## src/rtl/disp_pkg.sv

```systemverilog
// disp_pkg: shared constants and types for the 7-segment scan decoder.
//   SEG_HEX_0..SEG_HEX_F : active-high a..g patterns (bit 0 = a, bit 6 = g)
//   SEG_DP_BIT           : position of the decimal point on the segment bus
//   AN_BLANK             : digit-enable value when no digit is lit
//   scan_state_t         : capture FSM states
package disp_pkg;

   localparam logic [6:0] SEG_HEX_0 = 7'h3F;
   localparam logic [6:0] SEG_HEX_1 = 7'h06;
   localparam logic [6:0] SEG_HEX_2 = 7'h5B;
   localparam logic [6:0] SEG_HEX_3 = 7'h4F;
   localparam logic [6:0] SEG_HEX_4 = 7'h66;
   localparam logic [6:0] SEG_HEX_5 = 7'h6D;
   localparam logic [6:0] SEG_HEX_6 = 7'h7D;
   localparam logic [6:0] SEG_HEX_7 = 7'h07;
   localparam logic [6:0] SEG_HEX_8 = 7'h7F;
   localparam logic [6:0] SEG_HEX_9 = 7'h6F;
   localparam logic [6:0] SEG_HEX_A = 7'h77;
   localparam logic [6:0] SEG_HEX_B = 7'h7C;
   localparam logic [6:0] SEG_HEX_C = 7'h39;
   localparam logic [6:0] SEG_HEX_D = 7'h5E;
   localparam logic [6:0] SEG_HEX_E = 7'h79;
   localparam logic [6:0] SEG_HEX_F = 7'h71;

   localparam int         SEG_DP_BIT = 7;
   localparam logic [3:0] AN_BLANK   = 4'b1111;

   typedef enum logic [1:0] {WAIT, COUNT, HELD} scan_state_t;

endpackage

```

## src/rtl/seg7_decode.sv

```systemverilog
// seg7_decode: combinational 7-segment pattern to hex nibble decoder.
//   i_pat : active-high a..g pattern (bit 0 = a)
//   o_nib : decoded nibble (0 when no match)
//   o_hit : 1 when i_pat is one of the sixteen hex glyphs
module seg7_decode
   import disp_pkg::*;
(
   input  logic [6:0] i_pat,
   output logic [3:0] o_nib,
   output logic       o_hit
);

   always_comb begin
      o_nib = 4'h0;
      o_hit = 1'b1;
      case (i_pat)
         SEG_HEX_0: o_nib = 4'h0;
         SEG_HEX_1: o_nib = 4'h1;
         SEG_HEX_2: o_nib = 4'h2;
         SEG_HEX_3: o_nib = 4'h3;
         SEG_HEX_4: o_nib = 4'h4;
         SEG_HEX_5: o_nib = 4'h5;
         SEG_HEX_6: o_nib = 4'h6;
         SEG_HEX_7: o_nib = 4'h7;
         SEG_HEX_8: o_nib = 4'h8;
         SEG_HEX_9: o_nib = 4'h9;
         SEG_HEX_A: o_nib = 4'hA;
         SEG_HEX_B: o_nib = 4'hB;
         SEG_HEX_C: o_nib = 4'hC;
         SEG_HEX_D: o_nib = 4'hD;
         SEG_HEX_E: o_nib = 4'hE;
         SEG_HEX_F: o_nib = 4'hF;
         default:   o_hit = 1'b0;
      endcase
   end

endmodule

```

## src/rtl/disp_scan_decoder.sv

```systemverilog
// disp_scan_decoder: recovers hex digits and decimal points from a
// multiplexed active-low 7-segment bus and assembles complete frames.
//   clk, rst_n  : clock, synchronous active-low reset
//   an          : active-low digit enables (an[3] -> hexs[15:12])
//   segment     : active-low segments, [6:0] = g..a, [7] = dp
//   hexs/points : last complete frame (points active-high)
//   frame_valid : one-clock pulse when hexs/points update
//   stale       : no frame completed within TIMEOUT_CYC clocks
//   bad_pattern : one-clock pulse on unknown glyph or multi-hot an
//   err_cnt     : saturating bad_pattern count when DISP_SCAN_ERRCNT_EN
//                 is defined, otherwise constant 0
module disp_scan_decoder
   import disp_pkg::*;
#(
   parameter int STABLE_CYC  = 16,
   parameter int TIMEOUT_CYC = 1048576
)(
   input  logic        clk,
   input  logic        rst_n,
   input  logic [3:0]  an,
   input  logic [7:0]  segment,
   output logic [15:0] hexs,
   output logic [3:0]  points,
   output logic        frame_valid,
   output logic        stale,
   output logic        bad_pattern,
   output logic [7:0]  err_cnt
);

   localparam int CNT_W = (STABLE_CYC > 2) ? $clog2(STABLE_CYC) : 1;
   localparam int TO_W  = $clog2(TIMEOUT_CYC + 1);
   localparam logic [CNT_W-1:0] CNT_LAST = CNT_W'(STABLE_CYC - 1);
   localparam logic [TO_W-1:0]  TO_MAX   = TO_W'(TIMEOUT_CYC);
   // Idle bus value; the synchroniser resets to it so a blank bus after
   // reset is not seen as a change.
   localparam logic [11:0] BUS_IDLE = {AN_BLANK, 8'hFF};

   logic [11:0]      r_sync1, r_sync2, r_cmp;
   scan_state_t      r_state;
   logic [CNT_W-1:0] r_cnt;
   logic [3:0]       r_seen;
   logic [15:0]      r_sh_hex;
   logic [3:0]       r_sh_dp;
   logic [15:0]      r_hexs;
   logic [3:0]       r_points;
   logic             r_fv, r_bad, r_stale;
   logic [TO_W-1:0]  r_to;

   logic       w_change, w_eval, w_frame, w_one, w_bad, w_hit;
   logic [3:0] w_an, w_anl, w_nib, w_seen_nxt;

   always_ff @(posedge clk) begin
      if (!rst_n) begin
         r_sync1 <= BUS_IDLE;
         r_sync2 <= BUS_IDLE;
         r_cmp   <= BUS_IDLE;
      end else begin
         r_sync1 <= {an, segment};
         r_sync2 <= r_sync1;
         r_cmp   <= r_sync2;
      end
   end

   // r_cmp equals r_sync2 whenever w_eval is true, so it is the stable sample.
   assign w_an     = r_cmp[11:8];
   assign w_anl    = ~w_an;
   assign w_change = (r_sync2 != r_cmp);
   assign w_eval   = (r_state == COUNT) && !w_change && (r_cnt == CNT_LAST);
   assign w_frame  = (r_seen == 4'hF);
   // Exactly one digit enable low: non-zero and a power of two.
   assign w_one    = (w_anl != 4'h0) && ((w_anl & (w_anl - 4'd1)) == 4'h0);
   assign w_bad    = (w_an != AN_BLANK) && (!w_one || !w_hit);

   seg7_decode u_dec (
      .i_pat (~r_cmp[6:0]),
      .o_nib (w_nib),
      .o_hit (w_hit)
   );

   always_comb begin
      w_seen_nxt = w_frame ? 4'h0 : r_seen;
      if (w_eval && w_one)
         w_seen_nxt = w_hit ? (w_seen_nxt | w_anl) : (w_seen_nxt & ~w_anl);
   end

   always_ff @(posedge clk) begin
      if (!rst_n) begin
         r_state  <= WAIT;
         r_cnt    <= '0;
         r_seen   <= '0;
         r_sh_hex <= '0;
         r_sh_dp  <= '0;
         r_hexs   <= '0;
         r_points <= '0;
         r_fv     <= 1'b0;
         r_bad    <= 1'b0;
      end else begin
         r_fv   <= w_frame;
         r_bad  <= w_eval && w_bad;
         r_seen <= w_seen_nxt;
         if (w_frame) begin
            r_hexs   <= r_sh_hex;
            r_points <= r_sh_dp;
         end
         if (w_eval && w_one && w_hit) begin
            for (int d = 0; d < 4; d++) begin
               if (w_anl[d]) begin
                  r_sh_hex[d*4 +: 4] <= w_nib;
                  r_sh_dp[d]         <= ~r_cmp[SEG_DP_BIT];
               end
            end
         end
         case (r_state)
            WAIT, HELD: begin
               if (w_change) begin
                  r_state <= COUNT;
                  r_cnt   <= '0;
               end
            end
            COUNT: begin
               if (w_change)
                  r_cnt <= '0;
               else if (r_cnt == CNT_LAST)
                  r_state <= HELD;
               else
                  r_cnt <= r_cnt + 1'b1;
            end
            default: r_state <= WAIT;
         endcase
      end
   end

   // Sticky once saturated; only a completed frame (or reset) clears it.
   always_ff @(posedge clk) begin
      if (!rst_n) begin
         r_to    <= '0;
         r_stale <= 1'b1;
      end else if (w_frame) begin
         r_to    <= '0;
         r_stale <= 1'b0;
      end else if (r_to != TO_MAX) begin
         r_to <= r_to + 1'b1;
         if (r_to == TO_MAX - 1'b1) r_stale <= 1'b1;
      end
   end

`ifdef DISP_SCAN_ERRCNT_EN
   logic [7:0] r_err;
   always_ff @(posedge clk) begin
      if (!rst_n)
         r_err <= 8'h00;
      else if (r_bad && (r_err != 8'hFF))
         r_err <= r_err + 8'h01;
   end
   assign err_cnt = r_err;
`else
   assign err_cnt = 8'h00;
`endif

   assign hexs        = r_hexs;
   assign points      = r_points;
   assign frame_valid = r_fv;
   assign bad_pattern = r_bad;
   assign stale       = r_stale;

endmodule

```

## config.mk

```make
export PLATFORM = sky130hd
export DESIGN_NAME = disp_scan_decoder
export DESIGN_NICKNAME = d
export VERILOG_FILES = /design/src/rtl/disp_pkg.sv /design/src/rtl/seg7_decode.sv /design/src/rtl/disp_scan_decoder.sv
export SDC_FILE = /design/constraint.sdc
export NUM_CORES = 1
export LEC_CHECK = 0
export ABC_AREA = 1
export ABC_CLOCK_PERIOD_IN_PS = 2280
export CORE_MARGIN = 2
export CORE_UTILIZATION = 55
export DETAILED_ROUTE_END_ITERATION = 10
export GPL_TIMING_DRIVEN = 1
export PLACE_DENSITY = 0.84
export SETUP_SLACK_MARGIN = 0.3
export SLEW_MARGIN = 30
export SYNTH_ARGS = -nofsm -noshare
export SYNTH_HDL_FRONTEND = slang
export SYNTH_SLANG_ARGS = --single-unit
export TNS_END_PERCENT = 20
```

## constraint.sdc

```tcl
create_clock -name clk -period 2.28 [get_ports clk]
set_input_delay 0.228 -clock clk [delete_from_list [all_inputs] [get_ports clk]]
set_output_delay 0.228 -clock clk [all_outputs]
set_load 0.02 [all_outputs]
```

==> results of run 1 <==
==> routing by layer <==
layer | share of wire (%) | track usage (%)
met5 | 0 | 0
met3 | 5.6 | 5.482
met2 | 49 | 35.37
met4 | 2.4 | 8.452
met1 | 43 | 22.73
==> worst max-delay path: stages (launching register included) <==
cell and delay [ns]:
dfxtp_1 0.37, inv_2 0.10, nand2_1 0.07, nor2_1 0.22, nand3_1 0.21, nand3_4 0.16, nor2_8 0.05, nand3_4 0.19
nand3_1 0.16, nand2_1 0.11, a21oi_1 0.07
==> metrics by stage <==
step	instances	instance area, sq um	power, mW	setup WS (ns)	hold slack, ns
6_report	735	5284	3.363	0.4498	0.4187
5_1_grt	735	5284	3.488	0.3016	0.4046
3_3_place_gp	719	5052	2.202	0.4267	0.3937
4_1_cts	735	5264	3.391	0.3769	0.3992
3_5_place_dp	719	5052	2.211	0.3684	0.3967
2_1_floorplan	598	4677	2.166	0.7250	0.3346
==> placed cells by master (no fill, tap or decap), drive strengths merged, types with 2 or more instances in the layout <==
cell	instances
nor2	59
xor2	2
a22o	20
dfxtp	110
clkdlybuf4s50	36
nand2	131
a21oi	38
or2	32
buf	4
nor3	11
a31oi	2
nand3	46
nor4	3
clkinv	5
xnor2	5
inv	67
clkbuf	11
conb	8
o21ai	13
nand4	19
ha	3
==> area by class of cell <==
class                      instances  area [sq um]  share of cell area, %
multi-input combinational        395          2078                  39.33
timing repair buffer              40         402.9                  7.625
inverter                          69         259.0                  4.902
clock inverter                     5         66.31                  1.255
clock buffer                      11         141.4                  2.676
tap                              105         131.4                  2.486
sequential                       110          2205                  41.72
==> report_power, final <==
group / internal [mW] / leakage, nW / switching (mW)
clock network: 0.550 / 0.102 / 0.641
logic: 0.0743 / 1.23 / 0.120
registers: 1.96 / 0.893 / 0.0225
total: 2.58 / 2.23 / 0.783
==> kinds of logic after synthesis <==
group | count (synthesis) | synth area share [%]
adder cells (fa/ha/maj) | 3 | 0.8072
XOR/XNOR | 7 | 1.318
buffers and inverters | 93 | 8.717
other | 1 | 0.08063
AO/OA/AOI/OAI | 75 | 9.927
AND/OR/NAND/NOR | 302 | 31.80
flip-flops | 110 | 47.35
==> flip-flops by register name, summed over array words and instances, names as in the netlist <==
| register | flops |
|---|---|
| bad_pattern | 1 |
| frame_valid | 1 |
| hexs | 16 |
| points | 4 |
| r_cmp | 12 |
| r_cnt | 4 |
| r_seen | 4 |
| r_sh_dp | 4 |
| r_sh_hex | 16 |
| r_state | 2 |
| r_sync1 | 12 |
| r_sync2 | 12 |
| r_to | 21 |
| stale | 1 |
==> timing repair <==
| item | in CTS | in global routing |
|---|---|---|
| hold endpoints to repair | 0 | 0 |
| gates resized for setup | 1 | 6 |
| gates cloned | 0 | 0 |
| buffers inserted | 0 | 0 |
| setup endpoints to repair | 1 | 25 |
==> how the worst max path moves through the flow <==
stage	cells past startpoint	endpoint	slack (ns)	start
6_report	10	r_sh_hex[8]	0.45	r_cmp[5]
3_5_place_dp	12	r_sh_hex[8]	0.37	r_cmp[9]
3_3_place_gp	13	r_sh_dp[3]	0.43	r_cmp[9]
2_1_floorplan	12	r_sh_hex[6]	0.72	r_cmp[11]
5_1_grt	10	r_sh_hex[3]	0.30	r_cmp[7]
4_1_cts	12	r_sh_hex[8]	0.38	r_cmp[10]
==> results summary, run 1 <==
Synthesis instantiated 39 different standard cells from the library. In this run the critical register-to-register path is launched from r_cmp[5]. The post-CTS clock slew at the launch and capture registers of the worst setup and hold paths came out at ~0.10 ns.

The post-route netlist has between 10 and 15% of its cells at a drive strength greater than 1. The number of antenna violations at the first check in global routing came to 0. Setup repair after global routing left no endpoint under its margin. The critical path arrival came out at 2.07 ns. The boundary pin count came out at 45. The floorplan die area is 0.009207 sq mm. The biggest area contributor in the post-synthesis netlist is dfxtp_1. After technology mapping, the gate count stands at roughly 590.

The leakage power came out at between 2 and 2.5 nW. The maximum frequency from static timing analysis came out at about 0.55 GHz. The final period demand of the worst path came out at between 1.5 and 2 ns. The transition time of the tightest slew-check pin came out at ~0.64 ns. For this run, design rule violations remaining after detail routing come to 0.

The first global-routing pass estimated roughly 15000 um of wire. The critical path is of the register to register type. In this run the cell area of the synthesized design comes to ~0.0047 sq mm.

The count of clock tree sinks came out at 110. The fraction of the core area covered by cells at the end of the flow is between 60 and 70%. The endpoint identified for the worst register-to-register timing path is r_sh_hex[8]. The overall fraction of global-route tracks in use is around 20%. The count of flip-flops with a built-in enable after synthesis is 0. The leading register cell type out of synthesis is dfxtp_1. After layout, the worst path uses about four fifths of the clock period.

The number of I/O port buffers came out at 36. The initial DRC count came out at ~200. The routed design has between 8000 and 9000 um of wire. The overall die height came out at between 90 and 100 um. The number of vias per cell after detailed routing is about 5.3. The final-report hold violation count is 0. The cell area power density came out at around 640 mW/mm^2.

The clock tree synthesis step divided the H-tree into 3 levels. The Yosys step of the flow raised 0 warnings. The path with the worst hold slack has its endpoint at r_sync2[0].

The commonest cells after synthesis are nand2_1 (126), dfxtp_1 (110), inv_1 (53), nor2_1 (48), nand3_1 (40). The setup TNS is 0 ns. Setup violations remaining at the end of the flow were counted as 0.

The total half-perimeter wirelength after legalization and detailed placement is about 6200 um. The pin count of the biggest net entering global routing came out at between 40 and 50. Sequential cells were found to cover a little under half of the synthesized design area. Max-cap violations in this run came to 0. The placeable core region is 0.008217 sq mm.

After synthesis the netlist holds a flip-flop and latch count of between 100 and 150. After synthesis, the cell types taking the most area are dfxtp_1 (47%), nand2_1 (10%), nand3_1 (4.3%). The die is 95.96 um wide.

The maximum resistive drop on vdd came out at 0.0003410 V. The filler cell count in the final layout came out at 669. The worst path required time is ~2.5 ns. The via count of the first global-routing pass is about 3500. TritonCTS created 9 clock buffers.

The min-delay analysis places its worst path in the category register to register. The repair_antennas step left the layout with diodes totalling 0. The run finished with clean final reports. The hold path startpoint is r_sync1[0].

In this run, post-CTS hold repair placed 0 buffers. The clock tree from TritonCTS is built. In this run the core area contains 33 standard-cell rows. For this configuration, the core starts out at a cell density of 56.60%. The area growth from synthesis to layout is 13.61%. The routed length per placed instance is around 12 um. The count of nets left with antenna violations once routing finished came out at 0. The worst setup slack for register-to-register paths came out at about 0.45 ns. The remaining max-slew budget at the tightest pin is ~57%. CTS placed an instance of clkbuf_8 at the clock tree root. The net count of the finished layout is 642.

The number of max-slew violations in the final report is 0. The global route total overflow is 0. The first detailed-routing pass took 6 iterations.

The via count came out at between 3000 and 4000. The kind of launch point of the worst setup path is a register. The final weighted congestion in routability-driven placement came out at roughly 0.86. No sink is reached through more buffers than the 2 on the longest clock path. The fraction of registers with async set/reset is 0%. The share of the synthesized area in the top cell type came out at 47.35%. Dividing the synthesized area by the synthesized cell count gives about 7.9 sq um. The endpoint class of the critical path is a register.

By instance count, the leading cell after synthesis is nand2_1. Across the routed clock network, the largest skew measured is 0.02005 ns. For the worst flop-to-flop path, the logic depth is 10. Of all nets on the critical path, the largest fanout is 17. The clock latency at the later pin of the worst-skew pair came out at approximately 0.37 ns. The depth of the worst hold-timing path is 1.
(Power assumes the default switching activity.)
==> run 2, diff against run 1 <==
Settings changed: ABC_CLOCK_PERIOD_IN_PS 2280 to 1650, CORE_UTILIZATION 55 to 51, PLACE_DENSITY 0.84 to 0.82.
Clock period 2.28 ns to 1.65 ns, I/O delays scaled along.
==> results summary, run 2 (synthesis gave the netlist of run 1 again) <==
The first-pass GRT wire length is 16500 um (was 14590 um). The maximum resistive drop on vdd is 0.0005058 V (was 0.0003410 V). The clock latency at the later pin of the worst-skew pair came to 0.37 ns (about the same). The clock tree from TritonCTS is built (unchanged). The register bank with the most flops is r_to (unchanged). The maximum root-to-sink buffer count came out at 2 (unchanged). The final-report hold violation count came out at 0 (unchanged). The filler cell count in the final layout is 681 (was 669). The worst stage delay on the critical path is 0.38 ns (was 0.37 ns).

The total cell area at the placement stage is 0.005300 sq mm (was 0.005052 sq mm). The final design instance area without fill came out at 0.005823 sq mm (was 0.005284 sq mm). The number of flip-flops in the largest register was 21 (unchanged). The number of hold buffers added after CTS came to 0 (unchanged). The largest fanout on the critical path came out at 16 (was 17). The worst path required time is 1.92 ns (was 2.52 ns). The boundary pin count is 45 (unchanged).

The antenna diode count was 0 (unchanged). The area taken by flip-flops and latches came out at 0.002252 sq mm (was 0.002205 sq mm). The max-capacitance violation count is 0 (unchanged). The pin count of the biggest net entering global routing came out at 36 (was 48). The post-CTS clock slew at the launch and capture registers of the worst setup and hold paths came out at 0.10 ns (about the same). The critical path endpoint is r_sh_hex[8] (unchanged). The via count is 4050 (was 3860). The DRC violation count after routing came out at 0 (unchanged). The number of I/O port buffers was 36 (unchanged).

The number of max-slew violations in the final report came out at 0 (unchanged). The starting density of the core came out at 53.07% (was 56.60%). The setup-violating endpoint count in the final report came out at 26 (was 0). The cell area power density is 795.6 mW/mm^2 (was 636.5 mW/mm^2). The fraction of the core area covered by cells at the end of the flow came to 66.45% (was 64.31%).

The placeable core region is 0.008763 sq mm (was 0.008217 sq mm). The fraction of final layout cells with drive strength greater than 1 came to 27.13% (was 14.44%). The global route total overflow is 0 (unchanged). The kind of launch point of the worst setup path is a register (unchanged). The number of rows created at floorplan is 34 (was 33). Unrepaired setup endpoints after global routing: yes (was no). The area used by multi-input combinational logic was 0.002352 sq mm (was 0.002078 sq mm). The initial DRC count is 169 (was 197).

The number of vias per cell after detailed routing came out at 5.301 (was 5.252). The layout net count came out at 668 (was 642). The final period demand of the worst path came out at 1.773 ns (was 1.830 ns). The final weighted congestion in routability-driven placement is 0.8710 (was 0.8580). The family with the most delay on the worst path is simple AND/OR/NAND/NOR gates (unchanged). The number of cells on the worst reg-to-reg path came out at 12 (was 10).

The number of nets still failing antenna checks after routing is 0 (unchanged). Leading cell types in the layout, fill and taps excluded: nand2_1 (120), dfxtp_1 (88), inv_1 (48) (was nand2_1 (126), dfxtp_1 (108), inv_1 (53)). Counting stages on the worst path, the most repeated cell is nand2_1. The CTS buffer count came out at 9 (unchanged). The checks that failed: negative setup slack. The part of the cycle the worst path needs was 107.5% (was 80.27%). The total half-perimeter wirelength after legalization and detailed placement is 6649 um (was 6228 um). The floorplan die area is 0.009899 sq mm (was 0.009207 sq mm). The leakage power came to 2.582 nW (was 2.227 nW). The root buffer cell is clkbuf_8 (unchanged).

The final clock skew is 0.01042 ns (was 0.02005 ns). The width of the die came out at 99.50 um (was 95.96 um). The critical setup path kind was register to register (unchanged).

The count of clock tree sinks came to 110 (unchanged). The worst setup slack for register-to-register paths came out at -0.12 ns (was 0.45 ns). The most common cell after layout, fill and taps aside was nand2_1 (unchanged). The overall die height is 99.50 um (was 95.96 um). The worst setup slack after layout is -0.1234 ns (was 0.4498 ns). The critical path buffer and inverter count is 2 (was 1). The routed length per placed instance is 13.28 um (was 12.06 um). The critical path depth is 12 (was 10).

The critical path arrival was 2.05 ns (was 2.07 ns). The H-tree depth is 3 (unchanged). Ordered list of cells on the worst path: inv_2 > nand2_2 > nand2_1 > nor2_1 > nand2_1 > nor2_4 > nand4_4 > nor2_4 > buf_12 > nand3_2 > nand2_1 > a21oi_2 (was inv_2 > nand2_1 > nor2_1 > nand3_1 > nand3_4 > nor2_8 > nand3_4 > nand3_1 > nand2_1 > a21oi_1). The detailed-route wire length came to 10150 um (was 8862 um). The number of antenna violations at the first check in global routing is 0 (unchanged). Outcome: finished, violations left (was complete, no violations). The cell with the biggest individual delay on the critical path is dfxtp_4 (was dfxtp_1). The placed instance count came out at 739 (was 719). The endpoint of the lowest-slack register-to-register path is r_sh_hex[8] (unchanged). The source of the worst register-to-register timing path was r_cmp[1] (was r_cmp[5]). The worst hold-check path type is primary input to register (was register to register). The maximum frequency from static timing analysis was 0.5639 GHz (was 0.5464 GHz). The via count of the first global-routing pass is 3899 (was 3515).

The final instance count without filler cells is 764 (was 735). The number of iterations in the first detailed-routing pass came out at 5 (was 6). The endpoint class of the critical path is a register (unchanged).

The growth of design area from synthesis to finish came to 25.21% (was 13.61%). The start point of the critical path is r_cmp[1] (was r_cmp[5]). The overall fraction of global-route tracks in use is 20.23% (was 20.05%).
run 2: worst reg2reg max path, cell delays in order (launching register included):
cell and delay [ns]:
dfxtp_4 0.38, inv_2 0.05, nand2_2 0.05, nand2_1 0.05
nor2_1 0.10, nand2_1 0.11, nor2_4 0.17, nand4_4 0.10
nor2_4 0.19, buf_12 0.18, nand3_2 0.10, nand2_1 0.12
a21oi_2 0.07
run 2: power by group:
group | total (mW) | internal, mW | switching (mW) | leakage (nW)
registers | 2.73 | 2.70 | 0.0382 | 0.894
logic | 0.331 | 0.139 | 0.192 | 1.59
clock network | 1.57 | 0.621 | 0.945 | 0.100
run 2: area by class of cell:
class,instances,share of cell area (%)
flip-flops and latches,110,38.68
repair buffers,64,10.87
inverters,69,4.491
clock inverters,6,0.8810
well taps,108,2.321
clock buffers,10,2.364
multi-input cells,397,40.40
run 2: worst min path at each step:
stage                     start  cells after the start           to  slack (ns)
detailed placement  r_sync1[11]                      1  r_sync2[11]        0.40
CTS                       an[0]                      2   r_sync1[8]        0.33
floorplan            segment[0]                      1   r_sync1[0]        0.27
global route              an[1]                      2   r_sync1[9]        0.34
finish               segment[7]                      2   r_sync1[7]        0.35
global placement     r_sync1[7]                      1   r_sync2[7]        0.39
run 2: layer usage:
layer  routed length [um]  GRT usage (%)  share of wire (%)  vias to the layer above
li1                     -              -                  -                     2032
met1                 4313          23.71                 42                     1879
met2                 5153          35.19                 51                      113
met3                  436          4.427                4.3                       26
met4                  246          9.484                2.4                        0
met5                    0              0                  0                        -
run 2: what timing repair did:
action | 4_1_cts | 5_1_grt
setup endpoints to repair | 68 | 72
resized for setup | 48 | 43
pin swaps | 15 | 30
setup buffers | 3 | 2
cloned | 3 | 1
run 2: through the flow:
stage | TNS, ns | worst slack, ns | total power, mW | hold slack [ns]
6_report | -2.038 | -0.1234 | 4.633 | 0.3455
5_1_grt | -5.761 | -0.2627 | 4.808 | 0.3429
4_1_cts | -0.2966 | -0.03526 | 4.646 | 0.3278
3_5_place_dp | -0.7455 | -0.1018 | 3.091 | 0.3967
3_3_place_gp | 0 | 0.0001343 | 3.075 | 0.3947
2_1_floorplan | 0 | 0.1402 | 3.000 | 0.2716
